File: config.mk
export PLATFORM = sky130hd
export DESIGN_NAME = io_bus_responder_flat
export DESIGN_NICKNAME = d
export VERILOG_FILES = /design/src/rtl/io_bus_responder_pkg.sv /design/src/rtl/io_bus_responder_if.sv /design/src/rtl/io_bus_responder_fifo.sv /design/src/rtl/io_bus_responder.sv /design/src/flat_wrapper.sv
export SDC_FILE = /design/constraint.sdc
export NUM_CORES = 1
export LEC_CHECK = 0
export BUFFER_PORTS_ARGS = -buffer_cell sky130_fd_sc_hd__buf_2
export CAP_MARGIN = 20
export CELL_PAD_IN_SITES_DETAIL_PLACEMENT = 1
export CELL_PAD_IN_SITES_GLOBAL_PLACEMENT = 2
export CORE_AREA = 8 8 166 168
export DETAILED_ROUTE_END_ITERATION = 10
export DIE_AREA = 0 0 174 176
export HOLD_SLACK_MARGIN = 0.12
export PLACE_DENSITY_LB_ADDON = 0.05
export SLEW_MARGIN = 20
export SYNTH_ARGS = -nofsm -noshare
export SYNTH_HDL_FRONTEND = slang
export SYNTH_SLANG_ARGS = --single-unit
File: constraint.sdc
create_clock -name clk -period 3.8 [get_ports clk]
set_input_delay 0.38 -clock clk [delete_from_list [all_inputs] [get_ports clk]]
set_output_delay 0.38 -clock clk [all_outputs]
set_load 0.01 [all_outputs]
File: src/rtl/io_bus_responder_pkg.sv
// io_bus_responder_pkg
//   Shared constants for the IO bus responder: the peripheral address map
//   and the default parameter values used by the top and its FIFO.
package io_bus_responder_pkg;

    localparam logic [7:0] ADDR_LED      = 8'h00;
    localparam logic [7:0] ADDR_IN_STAT  = 8'h04;
    localparam logic [7:0] ADDR_IN_DATA  = 8'h08;
    localparam logic [7:0] ADDR_OUT_STAT = 8'h0C;
    localparam logic [7:0] ADDR_OUT_DATA = 8'h10;
    localparam logic [7:0] ADDR_SW       = 8'h14;
    localparam logic [7:0] ADDR_DROP     = 8'h18;

    localparam int FIFO_DEPTH_DEF = 4;
    localparam int SW_W_DEF       = 16;

endpackage

File: src/rtl/io_bus_responder_if.sv
// io_bus_responder_if
//   CPU-side peripheral bus.
//   io_addr  : byte address from the CPU
//   io_dout  : write data from the CPU
//   io_we    : one-cycle write strobe
//   io_rd    : one-cycle read strobe
//   io_din   : read data back to the CPU (combinational from io_addr)
//   Modports: master = CPU side, slave = responder side.
interface io_bus_responder_if;
    logic [7:0]  io_addr;
    logic [31:0] io_dout;
    logic        io_we;
    logic        io_rd;
    logic [31:0] io_din;

    modport master (output io_addr, output io_dout, output io_we, output io_rd, input io_din);
    modport slave  (input io_addr, input io_dout, input io_we, input io_rd, output io_din);
endinterface

File: src/rtl/io_bus_responder_fifo.sv
// io_fifo
//   Synchronous FIFO used as the responder's output queue.
//   clk, rst   : clock, synchronous active-high reset (clears pointers/count)
//   push       : push request; accepted when not full, or when full and a
//                pop happens on the same edge
//   push_data  : word to push
//   pop        : pop request; ignored when empty
//   full/empty : occupancy flags
//   count      : current occupancy, 0..DEPTH
//   head       : oldest entry (valid while !empty)
module io_fifo #(
    parameter int DEPTH = 4,
    parameter int WIDTH = 32,
    localparam int PTR_W = $clog2(DEPTH),
    localparam int CNT_W = PTR_W + 1
) (
    input  logic             clk,
    input  logic             rst,
    input  logic             push,
    input  logic [WIDTH-1:0] push_data,
    input  logic             pop,
    output logic             full,
    output logic             empty,
    output logic [CNT_W-1:0] count,
    output logic [WIDTH-1:0] head
);

    logic [WIDTH-1:0] mem_q [DEPTH];
    logic [WIDTH-1:0] mem_d [DEPTH];
    logic [PTR_W-1:0] wr_ptr_q, wr_ptr_d;
    logic [PTR_W-1:0] rd_ptr_q, rd_ptr_d;
    logic [CNT_W-1:0] count_q, count_d;
    logic             do_push;
    logic             do_pop;

    assign full  = (count_q == CNT_W'(DEPTH));
    assign empty = (count_q == '0);
    assign count = count_q;
    assign head  = mem_q[rd_ptr_q];

    always_comb begin
        do_pop   = pop && !empty;
        // A full queue can still take a word when the head leaves this edge.
        do_push  = push && (!full || do_pop);
        wr_ptr_d = wr_ptr_q;
        rd_ptr_d = rd_ptr_q;
        count_d  = count_q;
        mem_d    = mem_q;
        if (do_push) begin
            mem_d[wr_ptr_q] = push_data;
            wr_ptr_d        = wr_ptr_q + PTR_W'(1);
        end
        if (do_pop) begin
            rd_ptr_d = rd_ptr_q + PTR_W'(1);
        end
        case ({do_push, do_pop})
            2'b10:   count_d = count_q + CNT_W'(1);
            2'b01:   count_d = count_q - CNT_W'(1);
            default: count_d = count_q;
        endcase
    end

    always_ff @(posedge clk) begin
        if (rst) begin
            wr_ptr_q <= '0;
            rd_ptr_q <= '0;
            count_q  <= '0;
        end else begin
            wr_ptr_q <= wr_ptr_d;
            rd_ptr_q <= rd_ptr_d;
            count_q  <= count_d;
        end
    end

    // Storage needs no reset: entries are only visible through count/pointers.
    always_ff @(posedge clk) begin
        mem_q <= mem_d;
    end

endmodule

File: src/rtl/io_bus_responder.sv
// io_bus_responder
//   Memory-mapped peripheral: LED register, switch readback, a single-word
//   input latch with ready/overrun status, and an output FIFO with a
//   saturating drop counter.
//   clk, rst  : clock, synchronous active-high reset
//   io        : CPU bus (slave modport)
//   led       : LED register output
//   sw        : synchronised switch levels
//   in_valid  : one-cycle pulse, in_data is a new word
//   in_data   : input word
//   out_valid : output FIFO head valid
//   out_data  : output FIFO head word
//   out_ready : consumer takes the head when out_valid && out_ready
module io_bus_responder
    import io_bus_responder_pkg::*;
#(
    parameter int FIFO_DEPTH = FIFO_DEPTH_DEF,
    parameter int SW_W       = SW_W_DEF
) (
    input  logic                 clk,
    input  logic                 rst,
    io_bus_responder_if.slave    io,
    output logic [SW_W-1:0]      led,
    input  logic [SW_W-1:0]      sw,
    input  logic                 in_valid,
    input  logic [31:0]          in_data,
    output logic                 out_valid,
    output logic [31:0]          out_data,
    input  logic                 out_ready
);

    localparam int CNT_W = $clog2(FIFO_DEPTH) + 1;

    logic [SW_W-1:0]  led_q, led_d;
    logic             in_rdy_q, in_rdy_d;
    logic             overrun_q, overrun_d;
    logic [31:0]      in_data_q, in_data_d;
    logic [31:0]      drop_q, drop_d;

    logic             wr_led;
    logic             wr_out;
    logic             rd_in_stat;
    logic             rd_in_data;
    logic             pop_fire;
    logic             fifo_full;
    logic             fifo_empty;
    logic [CNT_W-1:0] fifo_count;
    logic [31:0]      rd_data;

    assign wr_led     = io.io_we && (io.io_addr == ADDR_LED);
    assign wr_out     = io.io_we && (io.io_addr == ADDR_OUT_DATA);
    assign rd_in_stat = io.io_rd && (io.io_addr == ADDR_IN_STAT);
    assign rd_in_data = io.io_rd && (io.io_addr == ADDR_IN_DATA);

    assign out_valid = !fifo_empty;
    assign pop_fire  = out_valid && out_ready;
    assign led       = led_q;

    io_fifo #(
        .DEPTH (FIFO_DEPTH),
        .WIDTH (32)
    ) u_fifo (
        .clk       (clk),
        .rst       (rst),
        .push      (wr_out),
        .push_data (io.io_dout),
        .pop       (pop_fire),
        .full      (fifo_full),
        .empty     (fifo_empty),
        .count     (fifo_count),
        .head      (out_data)
    );

    always_comb begin
        rd_data = '0;
        case (io.io_addr)
            ADDR_LED:      rd_data = 32'(led_q);
            ADDR_IN_STAT:  rd_data = {30'b0, overrun_q, in_rdy_q};
            ADDR_IN_DATA:  rd_data = in_data_q;
            ADDR_OUT_STAT: rd_data = ((32'(fifo_count) << 4) & 32'h0000_00F0)
                                     | {31'b0, !fifo_full};
            ADDR_SW:       rd_data = 32'(sw);
            ADDR_DROP:     rd_data = drop_q;
            default:       rd_data = '0;
        endcase
    end

    assign io.io_din = rd_data;

    always_comb begin
        led_d     = led_q;
        in_rdy_d  = in_rdy_q;
        overrun_d = overrun_q;
        in_data_d = in_data_q;
        drop_d    = drop_q;

        if (wr_led) begin
            led_d = io.io_dout[SW_W-1:0];
        end

        // A new word arriving in the same cycle as the pop keeps the latch
        // full, so the ordering of these two assignments matters.
        if (rd_in_data) begin
            in_rdy_d = 1'b0;
        end
        if (in_valid) begin
            in_data_d = in_data;
            in_rdy_d  = 1'b1;
        end

        // Overrun set beats the clear-on-read of the status register.
        if (rd_in_stat) begin
            overrun_d = 1'b0;
        end
        if (in_valid && in_rdy_q && !rd_in_data) begin
            overrun_d = 1'b1;
        end

        if (wr_out && fifo_full && !pop_fire && (drop_q != 32'hFFFF_FFFF)) begin
            drop_d = drop_q + 32'd1;
        end
    end

    always_ff @(posedge clk) begin
        if (rst) begin
            led_q     <= '0;
            in_rdy_q  <= 1'b0;
            overrun_q <= 1'b0;
            in_data_q <= '0;
            drop_q    <= '0;
        end else begin
            led_q     <= led_d;
            in_rdy_q  <= in_rdy_d;
            overrun_q <= overrun_d;
            in_data_q <= in_data_d;
            drop_q    <= drop_d;
        end
    end

endmodule

File: src/flat_wrapper.sv
// flat-port wrapper written by rule: the top's interface ports become plain ports
module io_bus_responder_flat import io_bus_responder_pkg::*;
#(
    parameter int FIFO_DEPTH = FIFO_DEPTH_DEF,
    parameter int SW_W       = SW_W_DEF
)
  (clk, rst, led, sw, in_valid, in_data, out_valid, out_data, out_ready, io_io_addr, io_io_dout, io_io_we, io_io_rd, io_io_din);
  io_bus_responder_if io_i ();
  input  logic clk;
  input  logic rst;
  output logic [SW_W-1:0] led;
  input  logic [SW_W-1:0] sw;
  input  logic in_valid;
  input  logic [31:0] in_data;
  output logic out_valid;
  output logic [31:0] out_data;
  input  logic out_ready;
  input wire logic [$bits(io_i.io_addr)-1:0] io_io_addr;
  input wire logic [$bits(io_i.io_dout)-1:0] io_io_dout;
  input wire logic [$bits(io_i.io_we)-1:0] io_io_we;
  input wire logic [$bits(io_i.io_rd)-1:0] io_io_rd;
  output wire logic [$bits(io_i.io_din)-1:0] io_io_din;
  assign io_i.io_addr = io_io_addr;
  assign io_i.io_dout = io_io_dout;
  assign io_i.io_we = io_io_we;
  assign io_i.io_rd = io_io_rd;
  assign io_io_din = io_i.io_din;
  io_bus_responder #(.FIFO_DEPTH(FIFO_DEPTH), .SW_W(SW_W)) u_core (.clk(clk), .rst(rst), .io(io_i), .led(led), .sw(sw), .in_valid(in_valid), .in_data(in_data), .out_valid(out_valid), .out_data(out_data), .out_ready(out_ready));
endmodule
Yosys cells after proc, flatten, opt, wreduce, memory -nomap -nowiden:

Index checks and enable logic that the tools add are counted.

* bits in registers: 217
* input bits: 94
* output and inout bits: 81
* logic and storage cells: 68

* $add $sub $neg: 5
* $lt $le $gt $ge: 3
* eq/ne operators: 10
* muxes and demuxes: 12
* bitwise operators: 3
* reduce and logical (&&, ||, !) cells: 23

Operators with widths (count)
* $pmux 32 s6: 1
* $bwmux 128: 1
* $mux 32: 3
* $bmux 32 s2: 1
* $demux 32 s2: 1
* $add 32x1->32 const B: 1
* $ne 32x32->1 const B: 1
* $eq 8x5->1 const B: 3
* $eq 8x4->1 const B: 2
* $logic_and 1x1->1: 13
* $eq 8x3->1 const B: 1
* $logic_not 8->1: 1
* $or 7x1->7: 1
* $ge 3x3->1 const B: 2
* $not 2->3: 2
* $pmux 3 s2: 1
* $reduce_bool 2->1: 3
* $add 2x1->2 const B: 2
* $logic_not 1->1: 4
* $mux 1: 4
* $add 3x1->3 const B: 1
* $eq 3x3->1 const B: 1
* $logic_not 3->1: 1
* $lt 3x1->1 const B: 1
* other kinds (4): 4

Logic depth before layout (Yosys ltp):

Gate-level depths: netlist of run 1.

* depth after elaboration: 8
* depth in mapped cells: 9
* mapped depth without buffers: 9

Cells and area by module:

A second synthesis of run 1 with hierarchy kept.

* cell total of the unflattened synthesis: 698
* area total of the unflattened synthesis: 9180.1 um^2

By module, submodules not included
* io_fifo: instances 1, cells each 219, area each 5176.2 um^2
* io_bus_responder: instances 1, cells each 479, area each 4003.8 um^2

Worst setup path before layout of run 1:

OpenSTA, ideal clock, no wires.

* path kind: input to register
* start point: input port io_io_addr[2]
* end point: register u_core.u_fifo.mem_q[0] in the netlist's numbering (enable)
* library setup time: 0.392 ns
* data arrival time: 2.462 ns
* data required time: 3.408 ns
* slack: 0.946 ns
* stages on the path: 3
* path buffers: 0
* cells stage by stage: or4b_2 nor4b_2 and2_1

* cells in the longest elaborated chain, start to end: 3

Ends and longest elaborated chain
* start: declaration: line flat_wrapper.sv:18 `input wire logic [$bits(io_i.io_addr)-1:0] io_io_addr;`
* $eq 8x5->1: line io_bus_responder.sv:51 `assign wr_out = io.io_we && (io.io_addr == ADDR_OUT_DATA);`
* $logic_and 1x1->1: line io_bus_responder.sv:51
* $logic_and 1x1->1: line io_bus_responder_fifo.sv:44 `do_push = push && (!full || do_pop);`
* end signal: assignment: line io_bus_responder_fifo.sv:77 `mem_q <= mem_d;`
* end: declaration: line io_bus_responder_fifo.sv:28 `logic [WIDTH-1:0] mem_q [DEPTH];`

Every way passes these cells.
A chain may end at the register's enable or synchronous reset.

Worst setup path after layout of run 1:

* start point: input port io_io_addr[1]
* end point: output port io_io_din[6]

* cells in the longest elaborated chain, start to end: 2

Ends and longest elaborated chain
* $eq 8x5->1, or another cell as far along: line io_bus_responder.sv:76 `case (io.io_addr)`
* $pmux 32 s6 (*): line io_bus_responder.sv:76
* end: declaration: line flat_wrapper.sv:22 `output wire logic [$bits(io_i.io_din)-1:0] io_io_din;`

Every way passes the cells marked *; elsewhere a longest branch is shown, timed or not.

==> results of run 1 <==
where the power goes:
| part | switching [W] | internal (W) | leakage, nW |
|---|---|---|---|
| registers | 0.0000810 | 0.00252 | 1.87 |
| logic | 0.000305 | 0.000368 | 2.03 |
| clock network | 0.000915 | 0.00161 | 0.423 |
| total | 0.00130 | 0.00450 | 4.33 |
state kept, by name, indices dropped and copies added (netlist names):
signal	cells
u_core.drop_q	32
u_core.in_data_q	32
u_core.in_rdy_q	1
u_core.led	16
u_core.overrun_q	1
u_core.u_fifo.count	3
u_core.u_fifo.mem_q	128
u_core.u_fifo.rd_ptr_q	2
u_core.u_fifo.wr_ptr_q	2
cells in the final DEF (no fill, tap or decap), types with 4 or more instances in the layout:
cell type,count
a21oi_1,38
a222oi_1,15
a22o_1,16
a22oi_1,8
a311oi_1,5
and2_1,5
and2_2,4
and4_1,6
buf_2,173
buf_4,12
bufinv_16,6
clkbuf_1,4
clkbuf_16,25
clkinv_2,6
dfxtp_1,87
dlygate4sd3_1,50
edfxtp_1,128
ha_1,5
inv_1,10
mux2i_1,34
mux4_2,32
nand2_1,73
nand3_1,13
nand4_1,11
nor2_1,53
o21ai_0,7
o31ai_1,16
or3_1,8
or4_1,15
xnor2_1,9
layout make-up:
class                   count  share of cell area, %
flip-flops and latches    217                   48.2
inverters                  10                  0.322
repair buffers            235                   12.5
clock buffers              29                   5.49
well taps                 330                   3.54
clock inverters            15                   1.96
multi-input cells         416                   28.0
worst paths after layout:
check	startpoint	to	slack, ns	depth (start not counted)
min reg2reg	u_core.overrun_q	u_core.overrun_q	0.49	2
max reg2reg	u_core.drop_q[10]	u_core.drop_q[26]	1.33	5
max	io_io_addr[1]	io_io_din[6]	1.05	6
min	in_data[7]	u_core.in_data_q[7]	0.14	3
routing by layer:
metal	vias to the layer above	GRT usage [%]	part of all wire, %
met1	3333	18.8	41
met2	132	31.7	54
met3	25	2.91	4.2
met4	0	3.60	1.5
met5	-	0	0
li1	3090	-	-
cell families (layout without fill, tap and decap cells):
group	count (synthesis)	count (layout)	share of synthesized area [%]
flip-flops	217	217	62.0
XOR/XNOR	12	12	1.16
adder cells (fa/ha/maj)	6	6	0.910
multiplexers	67	67	11.8
AO/OA/AOI/OAI	116	116	9.14
buffers and inverters	54	289	2.29
AND/OR/NAND/NOR	215	215	12.7
stage by stage:
step	setup slack (ns)	utilization, %
finish	1.05	47.0
global placement	1.04	41.5
floorplan	0.946	-
global route	0.842	47.0
CTS	1.02	47.0
detailed placement	0.970	41.5
worst max-delay path: stages:
cell	delay (ns)
buf_2	0.12
or4_1	0.63
nor2_2	0.66
a222oi_1	0.32
nand2_1	0.11
buf_2	0.13
what timing repair did:
action	CTS	global route
hold buffers	50	0
buffers inserted	0	0
hold endpoints to repair	128	0
endpoints found under the setup margin	0	0
==> out/metrics.csv, run 1 <==
stage,metric,value,unit
yosys,Yosys top cell by area,edfxtp_1,
die,initial core utilization,36.6,%
pwr,LEAKAGE,4.33,nW
pwr,PwrDens,497,nW/um^2
clock_network,buffer depth of the longest clock path,3,
yosys,Gate Count Post-Synth,687,
yosys,#FFs+latches synth,217,
yosys,syn nets,787,
clock_network,CTS H-tree lvls,1,
pwr,Peak VDD IR,0.000278,V
setup_path,Setup CP Type,in2out,
finish,fraction of layout cells with a size suffix above 1,30.7,%
finish,antenna cells,0,
finish,final non-filler cell total,1252,
routing,vias per cell,5.26,
sta,setup violators final,0,
yosys,asr flop ratio synth,0,%
die,die width,174,microns
yosys,"Seq/Total Area, Yosys",62.0,%
global_routing,initial antenna violation count,0,
finish,post-route cell area,11700,sq um
routing,DRT iter0 DRCs,252,
outcome,status,"finished, final reports clean",
hold_path,Min-Delay Path Class,in2reg,
routing,total wire length,25700,microns
place,number of I/O port buffers,174,
place,dpl cells,1158,
yosys,most common cell in the netlist,edfxtp_1,
setup_path,WP data required,3.42,ns
global_routing,"Remaining Overflow, GRT",0,
pwr,overall power,0.00580,W
clock_network,CTS tree,yes,
sta,Slew headroom,27.1,%
setup_path,CP endpoint kind,output port,
setup_path,arrival time worst endpoint,2.37,ns
finish,Multi-input gate area,3260,sq um
die,core area,24800,sq um
finish,Reg area,5630,sq um
sta,Worst-Margin Slew,1.09,ns
yosys,synth top area cells,"edfxtp_1 (42%), dfxtp_1 (20%), mux4_2 (7.9%)",
finish,Nets,1004,
finish,# fillers,2623,
global_routing,first-pass GRT wire length,40700,microns
yosys,mean post-synth cell area,13.2,sq um
place,Final HPWL DP,17800,microns
routing,DRC Markers,0,
yosys,Synthesis Warnings,0,
routing,via count,6580,
yosys,commonest cells in the synthesized netlist,"edfxtp_1 (128), dfxtp_1 (89), nand2_1 (73)",
yosys,"Distinct cells, synth",51,
finish,Synth-to-Final Area Change,28.6,%
place,gpl congestion,0.783,
yosys,share of the synthesized area in the top cell type,42.4,%
global_routing,largest net degree at the start of global routing,92,
sta,Final Max Tran Viols,0,
yosys,"EDFF count, synth",128,
die,row count,58,
clock_network,clock latency on the worst-skew pair,0.51,ns
sta,Final Cycle Share,72.3,%
setup_path,crit start category,input pin,
sta,minimum hold slack,0.139,ns
clock_network,clk sinks,217,
clock_network,CTS Buf Count,24,
die,die area,30600,sq um
clock_network,cells resized by post-CTS repair,0,
clock_network,"CTS clk-pin slew, worst paths",0.06,ns
routing,Routed Antenna Nets,0,
die,I/O pins,175,
setup_path,CP max FO,18,
place,area post-placement,10300,sq um
sta,unrepaired setup endpoints after global routing,no,
global_routing,global-route usage over all layers,16.5,%
sta,Final min period,2.75,ns
yosys,top_reg_cell synth,edfxtp_1,
die,Die Y,176,microns
sta,peak clock frequency supported by timing,0.364,GHz
sta,final hold vios,0,
routing,1st-pass router iterations,7,
sta,TNS Setup,0,ns
routing,WL/cell,20.6,microns
clock_network,root buffer cell,clkbuf_16,
run,MaxCap Viol Count,0,
sta,clk_skew,0.0187,ns
global_routing,vias in the first global route,7252,
yosys,mapped cell area,9070,sq um
Note: power is estimated with default switching activity, not from simulation.
==> run 2: changes to the inputs <==
==> constraint.sdc (replaced) <==
create_clock -name clk -period 2.75 [get_ports clk]
set_input_delay 0.275 -clock clk [delete_from_list [all_inputs] [get_ports clk]]
set_output_delay 0.275 -clock clk [all_outputs]
set_load 0.01 [all_outputs]
==> run 2 against run 1 <==
Net effect:
- clock power is 29% higher
- sequential share of layout area is 1.0 points lower
- die area stayed put
- largest cell class unchanged
- design area is 2.2% higher
- clock skew is 0.0081 ns lower
- clock-buffer cell count is 3 higher
- hold slack better by 0.14 ns
- critical path type is now reg2reg
- flip-flop and latch count stayed put
- global-route usage is 0.23 points lower
- largest power group unchanged
==> out/metrics.csv, run 2 (same netlist as run 1, synthesis figures left out) <==
stage,metric,value,unit
clock_network,clk sinks,217,
sta,Final Cycle Share,88.5,%
die,I/O pins,175,
setup_path,arrival time worst endpoint,2.85,ns
pwr,LEAKAGE,4.43,nW
clock_network,"CTS clk-pin slew, worst paths",0.06,ns
global_routing,vias in the first global route,7250,
clock_network,cells resized by post-CTS repair,0,
clock_network,CTS Buf Count,24,
clock_network,CTS H-tree lvls,1,
sta,final hold vios,0,
die,die width,174,microns
die,core area,24800,sq um
clock_network,clock latency on the worst-skew pair,0.50,ns
clock_network,CTS tree,yes,
finish,fraction of layout cells with a size suffix above 1,30.3,%
place,dpl cells,1165,
die,initial core utilization,36.6,%
pwr,internal power,0.00605,W
pwr,Peak VDD IR,0.000376,V
sta,Final min period,2.43,ns
routing,DRC Markers,0,
place,gpl congestion,0.821,
setup_path,WP data required,3.17,ns
pwr,PwrDens,655,nW/um^2
setup_path,slowest cell delay on critical path,0.62,ns
run,MaxCap Viol Count,0,
finish,Biggest register,u_core.u_fifo.mem_q,
finish,Largest regs,"u_core.u_fifo.mem_q x128, u_core.drop_q x32, u_core.in_data_q x32",
sta,Slew headroom,26.6,%
sta,setup violators final,0,
die,die area,30600,sq um
finish,most frequent cells in the layout,"buf_2 (173), edfxtp_1 (128), dfxtp_1 (87)",
hold_path,Min-Delay Path Class,in2reg,
sta,TNS Setup,0,ns
global_routing,largest net degree at the start of global routing,70,
routing,via count,6633,
global_routing,first-pass GRT wire length,40500,microns
routing,DRT iter0 DRCs,275,
finish,final non-filler cell total,1274,
global_routing,"Remaining Overflow, GRT",0,
setup_path,"CP delay by family, top",simple AND/OR/NAND/NOR gates,
sta,clk_skew,0.0105,ns
routing,vias per cell,5.21,
clock_network,buffer depth of the longest clock path,3,
sta,peak clock frequency supported by timing,0.411,GHz
routing,WL/cell,20.0,microns
die,Die Y,176,microns
routing,Routed Antenna Nets,0,
pwr,sequential share of power,45.6,%
finish,antenna cells,0,
global_routing,global-route usage over all layers,16.3,%
finish,"commonest non-fill, non-tap cell in the layout",buf_2,
finish,Synth-to-Final Area Change,31.4,%
pwr,part of the power in the clock network,41.5,%
pwr,combinational fraction of design power,12.9,%
sta,Worst-Margin Slew,1.10,ns
setup_path,Buffers & Inverters on Critical Path,0,
place,number of I/O port buffers,174,
finish,Nets,1026,
finish,max reg flops,128,
setup_path,Setup CP Type,reg2reg,
setup_path,CP max FO,8,
routing,total wire length,25500,microns
die,row count,58,
sta,unrepaired setup endpoints after global routing,no,
setup_path,CP endpoint kind,flip-flop,
pwr,Sw Pwr,0.00177,W
clock_network,root buffer cell,clkbuf_16,
setup_path,CP max-delay cell,or4b_1,
global_routing,initial antenna violation count,0,
routing,1st-pass router iterations,6,
setup_path,crit start category,flip-flop,
pwr,switching share of power,22.7,%
setup_path,crit-path cells,nand4_2 -> nor4_4 -> or4b_1 -> or3_1 -> a21oi_1,
place,Final HPWL DP,18200,microns
outcome,status,"finished, final reports clean",
pwr,overall power,0.00782,W
sta,Final Max Tran Viols,0,
[run 2: changes by cell type in the layout (fill, tap and decap cells not counted)]
cell and change:
clkinv_1 +4, clkinvlp_4 -1, dlygate4sd3_1 +15, buf_12 +9
bufinv_16 -3, clkbuf_8 +3, clkinv_2 -3, buf_4 -2
[run 2: path summary, 6_finish.rpt]
check / from / endpoint / slack, ns / depth (start not counted)
max: u_core.drop_q[12] / u_core.drop_q[30] / 0.32 / 5
min reg2reg: u_core.in_data_q[28] / u_core.in_data_q[28] / 0.50 / 2
max reg2reg: u_core.drop_q[12] / u_core.drop_q[30] / 0.32 / 5
min: out_ready / u_core.u_fifo.rd_ptr_q[0] / 0.28 / 5
[run 2: worst min-delay path: stages]
cell,delay (ns)
buf_2,0.13
o31ai_1,0.07
buf_4,0.14
xor2_1,0.06
nor2_1,0.07
[run 2: final cells by class]
class | count | area (sq um)
sequential | 217 | 5630
clock inverter | 12 | 131
inverter | 10 | 37.5
clock buffer | 32 | 682
tap | 330 | 413
multi-input combinational | 416 | 3260
fill | 2629 | 12900
timing repair buffer | 257 | 1770
[run 2: layer usage]
layer	vias up	share of wire, %	wire (microns)	track usage (%)
li1	3134	-	-	-
met1	3303	41	10300	18.8
met2	153	53	13400	30.4
met3	43	4.6	1160	3.12
met4	0	2.3	578	4.45
met5	-	0	0	0
[run 2: power by group through the flow]
stage          Clock, W  Combinational (W)  Sequential (W)
4_1_cts         0.00335            0.00104         0.00356
3_3_place_gp          0           0.000944         0.00363
3_5_place_dp          0           0.000961         0.00363
5_1_grt         0.00346            0.00110         0.00357
6_report        0.00324            0.00101         0.00356
2_1_floorplan         0           0.000620         0.00359
[run 2: timing repair]
| action | in CTS | in global routing |
|---|---|---|
| buffers inserted | 0 | 0 |
| hold buffers | 65 | 0 |
| hold endpoints to repair | 178 | 0 |
[run 2: metrics by stage]
stage	hold WS [ns]	setup slack, ns	area [sq um]	util, %
3_5_place_dp	0.488	0.253	10500	42.2
6_report	0.278	0.317	11900	48.1
2_1_floorplan	0.374	0.000795	9070	-
4_1_cts	0.257	0.270	11900	48.1
5_1_grt	0.285	0.155	11900	48.1
3_3_place_gp	0.474	0.311	10500	42.2
